$ cat src/rtl/conv_pkg.sv
// conv_engine shared types and defaults.
// State encoding, served-command tags and accumulator width helper.
package conv_pkg;

  typedef enum logic [2:0] {
    IDLE,
    CLOAD,
    SLOAD,
    MAC,
    SHIFT,
    ACK
  } state_t;

  typedef enum logic [1:0] {
    CMD_COEFF,
    CMD_SAMPLE,
    CMD_CONV,
    CMD_SHIFT
  } cmd_t;

  localparam int TAPS_DEF    = 4;
  localparam int DATA_W_DEF  = 8;
  localparam int NUM_OUT_DEF = 3;

  function automatic int acc_w(input int data_w, input int taps);
    return 2 * data_w + $clog2(taps);
  endfunction

endpackage

$ cat src/rtl/conv_engine_if.sv
// Command/status/stream bundle between the convolution controller
// (master) and conv_engine (slave).
interface conv_engine_if
  import conv_pkg::*;
#(
  parameter int DATA_W = DATA_W_DEF,
  parameter int ACC_W  = acc_w(DATA_W_DEF, TAPS_DEF)
);

  logic                     load_coeff;
  logic                     load_sample;
  logic                     start_conv;
  logic                     shift;
  logic signed [DATA_W-1:0] data_in;
  logic                     data_valid;
  logic                     coeff_loaded;
  logic                     sample_loaded;
  logic                     conv_complete;
  logic                     sample_complete;
  logic signed [ACC_W-1:0]  result;

  modport master (
    output load_coeff, load_sample, start_conv, shift,
    output data_in, data_valid,
    input  coeff_loaded, sample_loaded,
    input  conv_complete, sample_complete,
    input  result
  );

  modport slave (
    input  load_coeff, load_sample, start_conv, shift,
    input  data_in, data_valid,
    output coeff_loaded, sample_loaded,
    output conv_complete, sample_complete,
    output result
  );

endinterface

$ cat src/rtl/conv_mac.sv
// Serial signed MAC with a held result register.
// CONV_ENGINE_SAT_EN clamps result to the 2*DATA_W signed range.
module conv_mac
  import conv_pkg::*;
#(
  parameter int DATA_W = DATA_W_DEF,
  parameter int ACC_W  = acc_w(DATA_W_DEF, TAPS_DEF)
) (
  input  logic                     clk,
  input  logic                     rst,
  input  logic                     clr,
  input  logic                     step,
  input  logic                     last,
  input  logic signed [DATA_W-1:0] coeff,
  input  logic signed [DATA_W-1:0] sample,
  output logic signed [ACC_W-1:0]  result
);

  localparam int PW = 2 * DATA_W;

  logic signed [PW-1:0]    prod;
  logic signed [ACC_W-1:0] acc;
  logic signed [ACC_W-1:0] sum;
  logic signed [ACC_W-1:0] clamped;

  assign prod = coeff * sample;
  assign sum  = acc + {{(ACC_W-PW){prod[PW-1]}}, prod};

`ifdef CONV_ENGINE_SAT_EN
  localparam logic signed [ACC_W-1:0] SMAX =
    {{(ACC_W-PW+1){1'b0}}, {(PW-1){1'b1}}};
  localparam logic signed [ACC_W-1:0] SMIN = ~SMAX;

  // clamp the final sum into the product-width range
  always_comb begin
    clamped = sum;
    if (sum > SMAX)
      clamped = SMAX;
    else if (sum < SMIN)
      clamped = SMIN;
  end
`else
  assign clamped = sum;
`endif

  // running accumulator, cleared on MAC entry
  always_ff @(posedge clk or posedge rst) begin
    if (rst)
      acc <= '0;
    else if (clr)
      acc <= '0;
    else if (step)
      acc <= sum;
  end

  // result captures the sum including the final tap
  always_ff @(posedge clk or posedge rst) begin
    if (rst)
      result <= '0;
    else if (last)
      result <= clamped;
  end

endmodule

$ cat src/rtl/conv_engine.sv
// Convolution datapath responder: coefficient/window load, serial MAC.
// Optional result clamping via CONV_ENGINE_SAT_EN (see conv_mac).
module conv_engine
  import conv_pkg::*;
#(
  parameter int TAPS    = TAPS_DEF,
  parameter int DATA_W  = DATA_W_DEF,
  parameter int NUM_OUT = NUM_OUT_DEF
) (
  input logic         clk,
  input logic         rst,
  conv_engine_if.slave bus
);

  localparam int ACC_W = acc_w(DATA_W, TAPS);
  localparam int IW    = $clog2(TAPS);
  localparam int OW    = $clog2(NUM_OUT + 1);

  state_t state_q, state_d;
  cmd_t   cmd_q, cmd_d;

  logic [IW-1:0] cidx, scnt, tidx;
  logic [OW-1:0] out_cnt;

  logic signed [DATA_W-1:0] coeff [TAPS];
  logic signed [DATA_W-1:0] win   [TAPS];
  logic signed [ACC_W-1:0]  result;

  logic cmd_act;
  logic c_we, c_clr;
  logic w_shift, s_inc, s_clr;
  logic t_step, t_clr;
  logic mac_clr, mac_step, mac_last;
  logic o_inc, o_clr;
  logic cl_d, sl_d, cc_d, sc_d;
  logic cl_q, sl_q, cc_q, sc_q;

  // level of the command most recently served, for ACK
  always_comb begin
    cmd_act = 1'b0;
    unique case (cmd_q)
      CMD_COEFF:  cmd_act = bus.load_coeff;
      CMD_SAMPLE: cmd_act = bus.load_sample;
      CMD_CONV:   cmd_act = bus.start_conv;
      CMD_SHIFT:  cmd_act = bus.shift;
    endcase
  end

  // next state and datapath controls
  always_comb begin
    state_d  = state_q;
    cmd_d    = cmd_q;
    c_we     = 1'b0;
    c_clr    = 1'b0;
    w_shift  = 1'b0;
    s_inc    = 1'b0;
    s_clr    = 1'b0;
    t_step   = 1'b0;
    t_clr    = 1'b0;
    mac_clr  = 1'b0;
    mac_step = 1'b0;
    mac_last = 1'b0;
    o_inc    = 1'b0;
    o_clr    = 1'b0;
    cl_d     = 1'b0;
    sl_d     = 1'b0;
    cc_d     = 1'b0;
    sc_d     = 1'b0;
    unique case (state_q)
      IDLE: begin
        if (bus.load_coeff) begin
          state_d = CLOAD;
          cmd_d   = CMD_COEFF;
        end else if (bus.load_sample) begin
          state_d = SLOAD;
          cmd_d   = CMD_SAMPLE;
          s_clr   = 1'b1;
          o_clr   = 1'b1;
        end else if (bus.start_conv) begin
          state_d = MAC;
          cmd_d   = CMD_CONV;
          mac_clr = 1'b1;
          t_clr   = 1'b1;
        end else if (bus.shift) begin
          state_d = SHIFT;
          cmd_d   = CMD_SHIFT;
        end
      end
      CLOAD: begin
        if (!bus.load_coeff) begin
          state_d = IDLE;
          c_clr   = 1'b1;
        end else if (bus.data_valid) begin
          c_we = 1'b1;
          if (cidx == IW'(TAPS - 1)) begin
            cl_d    = 1'b1;
            c_clr   = 1'b1;
            state_d = ACK;
          end
        end
      end
      SLOAD: begin
        if (!bus.load_sample) begin
          state_d = IDLE;
          s_clr   = 1'b1;
        end else if (bus.data_valid) begin
          w_shift = 1'b1;
          s_inc   = 1'b1;
          if (scnt == IW'(TAPS - 1)) begin
            sl_d    = 1'b1;
            s_clr   = 1'b1;
            state_d = ACK;
          end
        end
      end
      MAC: begin
        if (!bus.start_conv) begin
          state_d = IDLE;
          t_clr   = 1'b1;
        end else begin
          mac_step = 1'b1;
          t_step   = 1'b1;
          if (tidx == IW'(TAPS - 1)) begin
            mac_last = 1'b1;
            cc_d     = 1'b1;
            o_inc    = (out_cnt != OW'(NUM_OUT));
            t_clr    = 1'b1;
            state_d  = ACK;
          end
        end
      end
      SHIFT: begin
        if (!bus.shift) begin
          state_d = IDLE;
        end else if (out_cnt == OW'(NUM_OUT)) begin
          sc_d    = 1'b1;
          o_clr   = 1'b1;
          state_d = ACK;
        end else if (bus.data_valid) begin
          w_shift = 1'b1;
          sl_d    = 1'b1;
          state_d = ACK;
        end
      end
      ACK: begin
        if (!cmd_act)
          state_d = IDLE;
      end
      default: state_d = IDLE;
    endcase
  end

  // state and served-command registers
  always_ff @(posedge clk or posedge rst) begin
    if (rst) begin
      state_q <= IDLE;
      cmd_q   <= CMD_COEFF;
    end else begin
      state_q <= state_d;
      cmd_q   <= cmd_d;
    end
  end

  // load, tap and output counters
  always_ff @(posedge clk or posedge rst) begin
    if (rst) begin
      cidx    <= '0;
      scnt    <= '0;
      tidx    <= '0;
      out_cnt <= '0;
    end else begin
      if (c_clr)
        cidx <= '0;
      else if (c_we)
        cidx <= cidx + 1'b1;
      if (s_clr)
        scnt <= '0;
      else if (s_inc)
        scnt <= scnt + 1'b1;
      if (t_clr)
        tidx <= '0;
      else if (t_step)
        tidx <= tidx + 1'b1;
      if (o_clr)
        out_cnt <= '0;
      else if (o_inc)
        out_cnt <= out_cnt + 1'b1;
    end
  end

  // coefficient bank and sample window; win[0] is newest
  always_ff @(posedge clk or posedge rst) begin
    if (rst) begin
      for (int i = 0; i < TAPS; i++) begin
        coeff[i] <= '0;
        win[i]   <= '0;
      end
    end else begin
      if (c_we)
        coeff[cidx] <= bus.data_in;
      if (w_shift) begin
        win[0] <= bus.data_in;
        for (int i = 1; i < TAPS; i++)
          win[i] <= win[i-1];
      end
    end
  end

  // one-cycle registered status pulses
  always_ff @(posedge clk or posedge rst) begin
    if (rst) begin
      cl_q <= 1'b0;
      sl_q <= 1'b0;
      cc_q <= 1'b0;
      sc_q <= 1'b0;
    end else begin
      cl_q <= cl_d;
      sl_q <= sl_d;
      cc_q <= cc_d;
      sc_q <= sc_d;
    end
  end

  conv_mac #(
    .DATA_W (DATA_W),
    .ACC_W  (ACC_W)
  ) u_mac (
    .clk    (clk),
    .rst    (rst),
    .clr    (mac_clr),
    .step   (mac_step),
    .last   (mac_last),
    .coeff  (coeff[tidx]),
    .sample (win[tidx]),
    .result (result)
  );

  assign bus.coeff_loaded    = cl_q;
  assign bus.sample_loaded   = sl_q;
  assign bus.conv_complete   = cc_q;
  assign bus.sample_complete = sc_q;
  assign bus.result          = result;

endmodule

$ cat src/flat_wrapper.sv
// flat-port wrapper written by rule: the top's interface ports become plain ports
module conv_engine_flat import conv_pkg::*;
#(
  parameter int TAPS    = TAPS_DEF,
  parameter int DATA_W  = DATA_W_DEF,
  parameter int NUM_OUT = NUM_OUT_DEF
)
  (clk, rst, bus_load_coeff, bus_load_sample, bus_start_conv, bus_shift, bus_data_in, bus_data_valid, bus_coeff_loaded, bus_sample_loaded, bus_conv_complete, bus_sample_complete, bus_result);
  conv_engine_if #(.DATA_W(DATA_W), .ACC_W(18)) bus_i ();
  input logic clk;
  input logic rst;
  input wire logic [$bits(bus_i.load_coeff)-1:0] bus_load_coeff;
  input wire logic [$bits(bus_i.load_sample)-1:0] bus_load_sample;
  input wire logic [$bits(bus_i.start_conv)-1:0] bus_start_conv;
  input wire logic [$bits(bus_i.shift)-1:0] bus_shift;
  input wire logic [$bits(bus_i.data_in)-1:0] bus_data_in;
  input wire logic [$bits(bus_i.data_valid)-1:0] bus_data_valid;
  output wire logic [$bits(bus_i.coeff_loaded)-1:0] bus_coeff_loaded;
  output wire logic [$bits(bus_i.sample_loaded)-1:0] bus_sample_loaded;
  output wire logic [$bits(bus_i.conv_complete)-1:0] bus_conv_complete;
  output wire logic [$bits(bus_i.sample_complete)-1:0] bus_sample_complete;
  output wire logic [$bits(bus_i.result)-1:0] bus_result;
  assign bus_i.load_coeff = bus_load_coeff;
  assign bus_i.load_sample = bus_load_sample;
  assign bus_i.start_conv = bus_start_conv;
  assign bus_i.shift = bus_shift;
  assign bus_i.data_in = bus_data_in;
  assign bus_i.data_valid = bus_data_valid;
  assign bus_coeff_loaded = bus_i.coeff_loaded;
  assign bus_sample_loaded = bus_i.sample_loaded;
  assign bus_conv_complete = bus_i.conv_complete;
  assign bus_sample_complete = bus_i.sample_complete;
  assign bus_result = bus_i.result;
  conv_engine #(.TAPS(TAPS), .DATA_W(DATA_W), .NUM_OUT(NUM_OUT)) u_core (.clk(clk), .rst(rst), .bus(bus_i));
endmodule
$ cat config.mk
export PLATFORM = sky130hd
export DESIGN_NAME = conv_engine_flat
export DESIGN_NICKNAME = d
export VERILOG_FILES = /design/src/rtl/conv_pkg.sv /design/src/rtl/conv_engine_if.sv /design/src/rtl/conv_mac.sv /design/src/rtl/conv_engine.sv /design/src/flat_wrapper.sv
export SDC_FILE = /design/constraint.sdc
export NUM_CORES = 1
export LEC_CHECK = 0
export BUFFER_PORTS_ARGS = -buffer_cell sky130_fd_sc_hd__buf_2
export CELL_PAD_IN_SITES_DETAIL_PLACEMENT = 0
export CELL_PAD_IN_SITES_GLOBAL_PLACEMENT = 2
export CORE_ASPECT_RATIO = 0.5
export CORE_MARGIN = 2
export CORE_UTILIZATION = 42
export CTS_BUF_LIST = sky130_fd_sc_hd__clkbuf_4 sky130_fd_sc_hd__clkbuf_8 sky130_fd_sc_hd__clkbuf_16
export CTS_CLUSTER_DIAMETER = 150
export DETAILED_ROUTE_END_ITERATION = 16
export GPL_ROUTABILITY_DRIVEN = 0
export GPL_TIMING_DRIVEN = 0
export PLACE_DENSITY = 0.78
export RECOVER_POWER = 50
export SYNTH_ARGS = -nofsm -noshare
export SYNTH_HDL_FRONTEND = slang
export SYNTH_SLANG_ARGS = --single-unit
$ cat constraint.sdc
create_clock -name clk -period 7.9 [get_ports clk]
set_input_delay 0.395 -clock clk [delete_from_list [all_inputs] [get_ports clk]]
set_output_delay 0.395 -clock clk [all_outputs]
set_load 0.05 [all_outputs]
# --- Word-level counts from Yosys, hierarchy flattened ---
# Cells that the tools add are included.
classes:
  addsub: 5
  n_mul: 1
  div_mod_pow: 0
  magnitude_cmp: 3
  n_eq_ne: 21
  shifts: 0
  mux: 80
  bitwise: 2
  n_reduce_logical: 11
ops:
  columns: ["operator", "count"]
  rows:
  - ["two-way mux 3 bit", 16]
  - ["two-way mux 8 bit", 5]
  - ["two-way mux 18 bit", 2]
  - ["two-way mux 1 bit", 34]
  - ["binary-select mux 8 bit (select 2 bit)", 2]
  - ["bitwise mux 32 bit", 1]
  - ["two-way mux 2 bit", 12]
  - ["adder 18 bit", 1]
  - ["one-hot mux 3 bit (6 select lines)", 1]
  - ["demux 8 bit (select 2 bit)", 1]
  - ["multiplier 8 x 8 -> 16 bit", 1]
  - ["equality test 2 bit (second input constant)", 6]
  - ["one-hot mux 1 bit (2 select lines)", 5]
  - ["nonzero test 2 bit", 5]
  - ["!= test 3 x 2 -> 1 bit (second input constant)", 3]
  - ["adder 2 x 1 -> 2 bit (second input constant)", 4]
  - ["AND reduction 8 bit", 1]
  - ["equality test 3 x 2 -> 1 bit (second input constant)", 2]
  - ["equality test 3 bit (second input constant)", 2]
  - [">= comparator 3 bit (second input constant)", 2]
  - ["!= test 3 bit (second input constant)", 2]
  - ["NOT 2 -> 3 bit", 2]
  - ["!= test 5 bit (second input constant)", 1]
  - ["!= test 2 bit (second input constant)", 2]
  - ["other kinds (10)", 10]
totals:
  register_bits: 117
  latchBits: 0
  ram_bits: 0
  mem_bits_ro: 0
  input_bits: 15
  output_inout_bits: 22
  wordCells: 143
  n_memories: 0

# --- Longest topological paths before layout ---
depth:
  depth_word: 8
  ltp_mapped: 30
  mapped_depth_nobuf: 28

# --- Modules after synthesis ---
# A second synthesis with hierarchy kept.
hier_totals:
  hier_cells: 807
  hier_area_um2: 8798.4
modules_own_cells:
  columns: ["mod", "n_inst", "cells_per_inst", "area_per_inst_um2", "seq_area_each_um2"]
  rows:
  - ["conv_mac", 1, 541, 4882.2, 900.9]
  - ["conv_engine", 1, 266, 3916.3, 2026.9]

# --- Worst setup path before layout ---
# OpenSTA, ideal clock, no wires.
synth_timing:
  kind: "register to register"
  start: "reg u_core.tidx[1]"
  end: "reg u_core.u_mac.acc[17]"
  setup_time_ns: 0.129
  arrival_time_ns: 6.605
  t_required_ns: 7.771
  path_slack_ns: 1.166
  path_stages_with_launch: 28
  n_path_buf: 2
  period_less_slack_ns: 6.734
  cell_sequence: "dfrtp_1 clkbuf_1 buf_1 mux4_2 and2_1 fa_1 inv_1 fa_1 inv_1 fa_1 inv_1 fa_1 inv_1 ha_1 a21oi_2 nor2b_1 o21a_1 o41ai_2 or4b_1 o211ai_1 ha_1 a21oi_1 a21oi_1 nor2b_1 a31oi_1 xnor2_2 a21oi_1 o22ai_1"
synth_between:
  elab_chain_cells: 8
  elab_cells_between_ends: 11
  cone_classes: "add/sub (1); mul (1); mux (8); bitwise (1)"
synth_lines:
  columns: ["item", "line_no", "text"]
  rows:
  - ["start, declared", "conv_engine.sv:22", "logic [IW-1:0] cidx, scnt, tidx;"]
  - ["start signal, assigned", "conv_engine.sv:183", "tidx <= tidx + 1'b1;"]
  - ["NOT 2 -> 3 bit (implied by the code) (*)", "conv_engine.sv:233, conv_engine.sv:234", null]
  - ["binary-select mux 8 bit (select 2 bit), on equally long branches", "conv_engine.sv:233, conv_engine.sv:234", null]
  - ["two-way mux 8 bit, on equally long branches (2 in series)", "conv_engine.sv:233, conv_engine.sv:234", null]
  - ["multiplier 8 x 8 -> 16 bit (*)", "conv_mac.sv:26", "assign prod = coeff * sample;"]
  - ["adder 18 bit (*)", "conv_mac.sv:27", "assign sum = acc + {{(ACC_W-PW){prod[PW-1]}}, prod};"]
  - ["two-way mux 18 bit (*)", "conv_mac.sv:52", "else if (step)"]
  - ["two-way mux 18 bit (*)", "conv_mac.sv:50", "else if (clr)"]
  - ["end signal, assigned", "conv_mac.sv:53", "acc <= sum;"]
  - ["end, declared", "conv_mac.sv:22", "logic signed [ACC_W-1:0] acc;"]
# Every way passes the cells marked *; elsewhere a longest branch is shown, timed or not. The select of a mux whose other input is x is not followed.
# A chain may end at the register's enable or synchronous reset.

# --- Final worst setup path ---
layout_timing:
  start: "reg u_core.tidx[1]"
  end: "reg u_core.u_mac.result[17]"
layout_between:
  elab_chain_cells: 6
  elab_cells_between_ends: 13
  cone_classes: "add/sub (1); mul (1); eq/ne (1); mux (9); bitwise (1)"
layout_lines:
  columns: ["item", "line_no", "text"]
  rows:
  - ["NOT 2 -> 3 bit (implied by the code)", "conv_engine.sv:233, conv_engine.sv:234", null]
  - ["binary-select mux 8 bit (select 2 bit), on equally long branches", "conv_engine.sv:233, conv_engine.sv:234", null]
  - ["two-way mux 8 bit, on equally long branches (2 in series)", "conv_engine.sv:233, conv_engine.sv:234", null]
  - ["multiplier 8 x 8 -> 16 bit", "conv_mac.sv:26", null]
  - ["adder 18 bit", "conv_mac.sv:27", null]
  - ["end signal, assigned", "conv_mac.sv:61", "result <= clamped;"]
  - ["end, declared", "conv_mac.sv:16", "output logic signed [ACC_W-1:0] result"]
# Parallel ways exist; a longest one is shown, timed or not. The select of a mux whose other input is x is not followed.

==> impl_metrics.env <==
export IMPL_drc=0
export IMPL_yosysMostFrequentCell="dfrtp_1"
export IMPL_num_nets_final=940
export IMPL_critPathMaxFanout=10
export IMPL_ant_nets=0
export IMPL_hp_start="bus_data_in[4]"
export IMPL_synthArstFlopShare=1.000
export IMPL_grtUsageMet3=0.04323
export IMPL_grt_pass1_vias=5678
export IMPL_slowest_stage="mux4_2"
export IMPL_first_iter_violations=263
export IMPL_finalSetupTns_ns=0
export IMPL_grt_max_degree=81
export IMPL_syn_to_final_growth_pct=13.10
export IMPL_port_buffers=34
export IMPL_crit_buf_inv=6
export IMPL_fin_cells=1095
export IMPL_yosysSeqAreaShare=0.3523
export IMPL_ys_seq_elements=117
export IMPL_syn_avg_cell_area_sq_um=10.92
export IMPL_num_vias=5517
export IMPL_clock_latency_ns=0.42
export IMPL_yosysTopAreaCell="dfrtp_1"
export IMPL_gr_total_overflow=0
export IMPL_grt_util_met1=0.2587
export IMPL_firstDrtPassIters=6
export IMPL_hold_path_class="input port to flip-flop"
export IMPL_wl_per_cell_um=16.07
export IMPL_tightest_slew_ns=4.174
export IMPL_gr_usage_met2=0.2900
export IMPL_syn_inst=761
export IMPL_die_width_um=202.9
export IMPL_layout_drive_gt1_share=0.1942
export IMPL_cts_tree="built"
export IMPL_root_buffer="clkbuf_16"
export IMPL_max_stage_delay_ns=0.54
export IMPL_die_y_um=103.5
export IMPL_reg2reg_depth=27
export IMPL_cts_sinks=117
export IMPL_dieArea_sq_um=21000
export IMPL_syn_cell_area_sq_um=8310
export IMPL_start_util=0.4281
export IMPL_vias_per_cell=5.038
export IMPL_slew_headroom=-1.783
export IMPL_fin_crit_ns=7.412
export IMPL_worstHoldEndpoint="u_core.coeff[12]"
export IMPL_critPathKind="flip-flop to flip-flop"
export IMPL_synth_distinct_cells=54
export IMPL_core_sq_um=19410
export IMPL_regToRegEndpoint="u_core.u_mac.result[17]"
export IMPL_outcome="finished, violations left"
export IMPL_period_share=0.9383
export IMPL_regArea_sq_um=2928
export IMPL_worstPathRequired_ns=8.19
export IMPL_cts_buffer_depth=2
export IMPL_fmax_mhz=134.9
export IMPL_synth_top_cell_area_share=0.3523
export IMPL_cts_made_buffers=17
export IMPL_violations="max-capacitance violations, max-slew violations"
export IMPL_maxCapViolCount=2
export IMPL_cts_setup_buffers=0
export IMPL_antennaDiodeCount=0
export IMPL_skew_ns=0.01222
export IMPL_critPathTopFamily="adder cells"
export IMPL_h_tree_depth=4
export IMPL_ys_top_cells_by_area="dfrtp_1 (35%), fa_1 (13%), mux2_2 (10%)"
export IMPL_wirelength_um=17600
export IMPL_hpwlAfterDp_um=13460
export IMPL_r2r_slack_ns=0.49
export IMPL_start_kind="flip-flop"
export IMPL_finalSetupViolCount=0
export IMPL_synthFlopType="dfrtp_1"
export IMPL_hold_viol=0
export IMPL_rsz0062_at_grt="no"
export IMPL_yosys_warnings=0
export IMPL_cp_end_kind="flip-flop"
export IMPL_dp_cells=1062
export IMPL_yosys_top_cells_count="dfrtp_1 (117), inv_1 (99), mux2_2 (74), nand2_1 (59), fa_1 (56)"
export IMPL_multi_input_area_sq_um=4933
export IMPL_antenna_found_initial=0
export IMPL_synth_edf_count=0
export IMPL_worstHoldPathCells=2
export IMPL_clk_pin_slew_ns=0.06
export IMPL_num_io_pins=37
export IMPL_fillers=1823
export IMPL_grt_pass1_wl_um=29440
export IMPL_syn_num_nets=885
export IMPL_grt_busiest_layer="met2"
export IMPL_grtUsageTotal=0.1835
export IMPL_rr_startpoint="u_core.tidx[1]"
export IMPL_placementRows=36
export IMPL_critPathArrivalTime_ns=7.70
export IMPL_slew_viol_final=120
-- layout make-up --
type / instances / area share
inverters: 99 / 0.03967
repair buffers: 36 / 0.01824
flip-flops and latches: 117 / 0.3115
clock inverters: 14 / 0.01478
plain buffers: 18 / 0.008786
multi-input cells: 527 / 0.5249
well taps: 266 / 0.03541
clock buffers: 18 / 0.04673
-- worst max path at each step --
| stage | start | endpoint | depth (start not counted) |
|---|---|---|---|
| global placement | u_core.tidx[1] | u_core.u_mac.result[17] | 27 |
| detailed placement | u_core.tidx[1] | u_core.u_mac.result[17] | 27 |
| global route | u_core.tidx[0] | u_core.u_mac.result[17] | 29 |
| CTS | u_core.tidx[1] | u_core.u_mac.result[17] | 27 |
| finish | u_core.tidx[1] | u_core.u_mac.result[17] | 27 |
| floorplan | u_core.tidx[1] | u_core.u_mac.acc[17] | 27 |
-- cells by family (layout without fill, tap and decap cells) --
family                     Yosys count  in the layout  synth area share
xor gates and xnor gates            33             33           0.03568
and+or+nand+nor                    177            177            0.1039
AOI/OAI and AO/OA                  112            112           0.08778
DFF                                117            117            0.3523
muxes                               96             96            0.1516
buffers and inverters              117            185           0.05405
adders and majority gates          109            109            0.2147
-- routing by layer --
layer | vias to the layer above | share of wire
met5 | - | 0
met1 | 2733 | 0.52
met2 | 71 | 0.44
li1 | 2705 | -
met4 | 0 | 0.0064
met3 | 8 | 0.033
-- metrics by stage --
step	hold slack [ns]	worst slack, ns	utilization	instance area (sq um)
floorplan	0.4563	1.166	-	8310
global placement	0.4592	0.09788	0.4540	8813
detailed placement	0.4231	0.1520	0.4557	8846
CTS	0.2491	0.1155	0.4860	9434
global route	0.2646	0.02493	0.4841	9399
finish	0.2732	0.4876	0.4841	9399
-- timing repair --
action | CTS | global route
endpoints found under the hold margin | 37 | 0
gates resized for setup | 0 | 5
hold buffers | 1 | 0
setup endpoints to repair | 0 | 7
-- registers in the layout, indices dropped and copies added (netlist names), 2 cells and up --
register / flops
u_core.cidx: 2
u_core.u_mac.acc: 18
u_core.win: 32
u_core.u_mac.result: 18
u_core.cmd_q: 2
u_core.tidx: 2
u_core.scnt: 2
u_core.coeff: 32
u_core.state_q: 3
u_core.out_cnt: 2
-- cells in the final DEF (no fill, tap or decap), types with 5 or more instances in the layout --
| cell type | synthesis | routed |
|---|---|---|
| nor2_1 | 33 | 33 |
| mux2_2 | 74 | 74 |
| xnor2_1 | 22 | 22 |
| and3_1 | 5 | 5 |
| fa_1 | 56 | 56 |
| clkbuf_1 | 8 | 19 |
| nand3_1 | 11 | 11 |
| mux2_1 | 5 | 5 |
| a21oi_1 | 29 | 29 |
| buf_2 | 8 | 29 |
| dfrtp_1 | 117 | 117 |
| inv_1 | 99 | 98 |
| xor2_1 | 10 | 10 |
| and2_1 | 41 | 41 |
| a22o_1 | 14 | 14 |
| mux4_2 | 16 | 16 |
| nor2b_1 | 8 | 8 |
| o21ai_0 | 28 | 27 |
| inv_6 | 0 | 5 |
| a31oi_1 | 5 | 5 |
| nand2_1 | 59 | 59 |
| nor3_1 | 6 | 6 |
| clkbuf_16 | 0 | 17 |
| ha_1 | 53 | 53 |
Power is not shown: default switching activity piles up to over one toggle a cycle in this logic, so the estimate is an artifact.
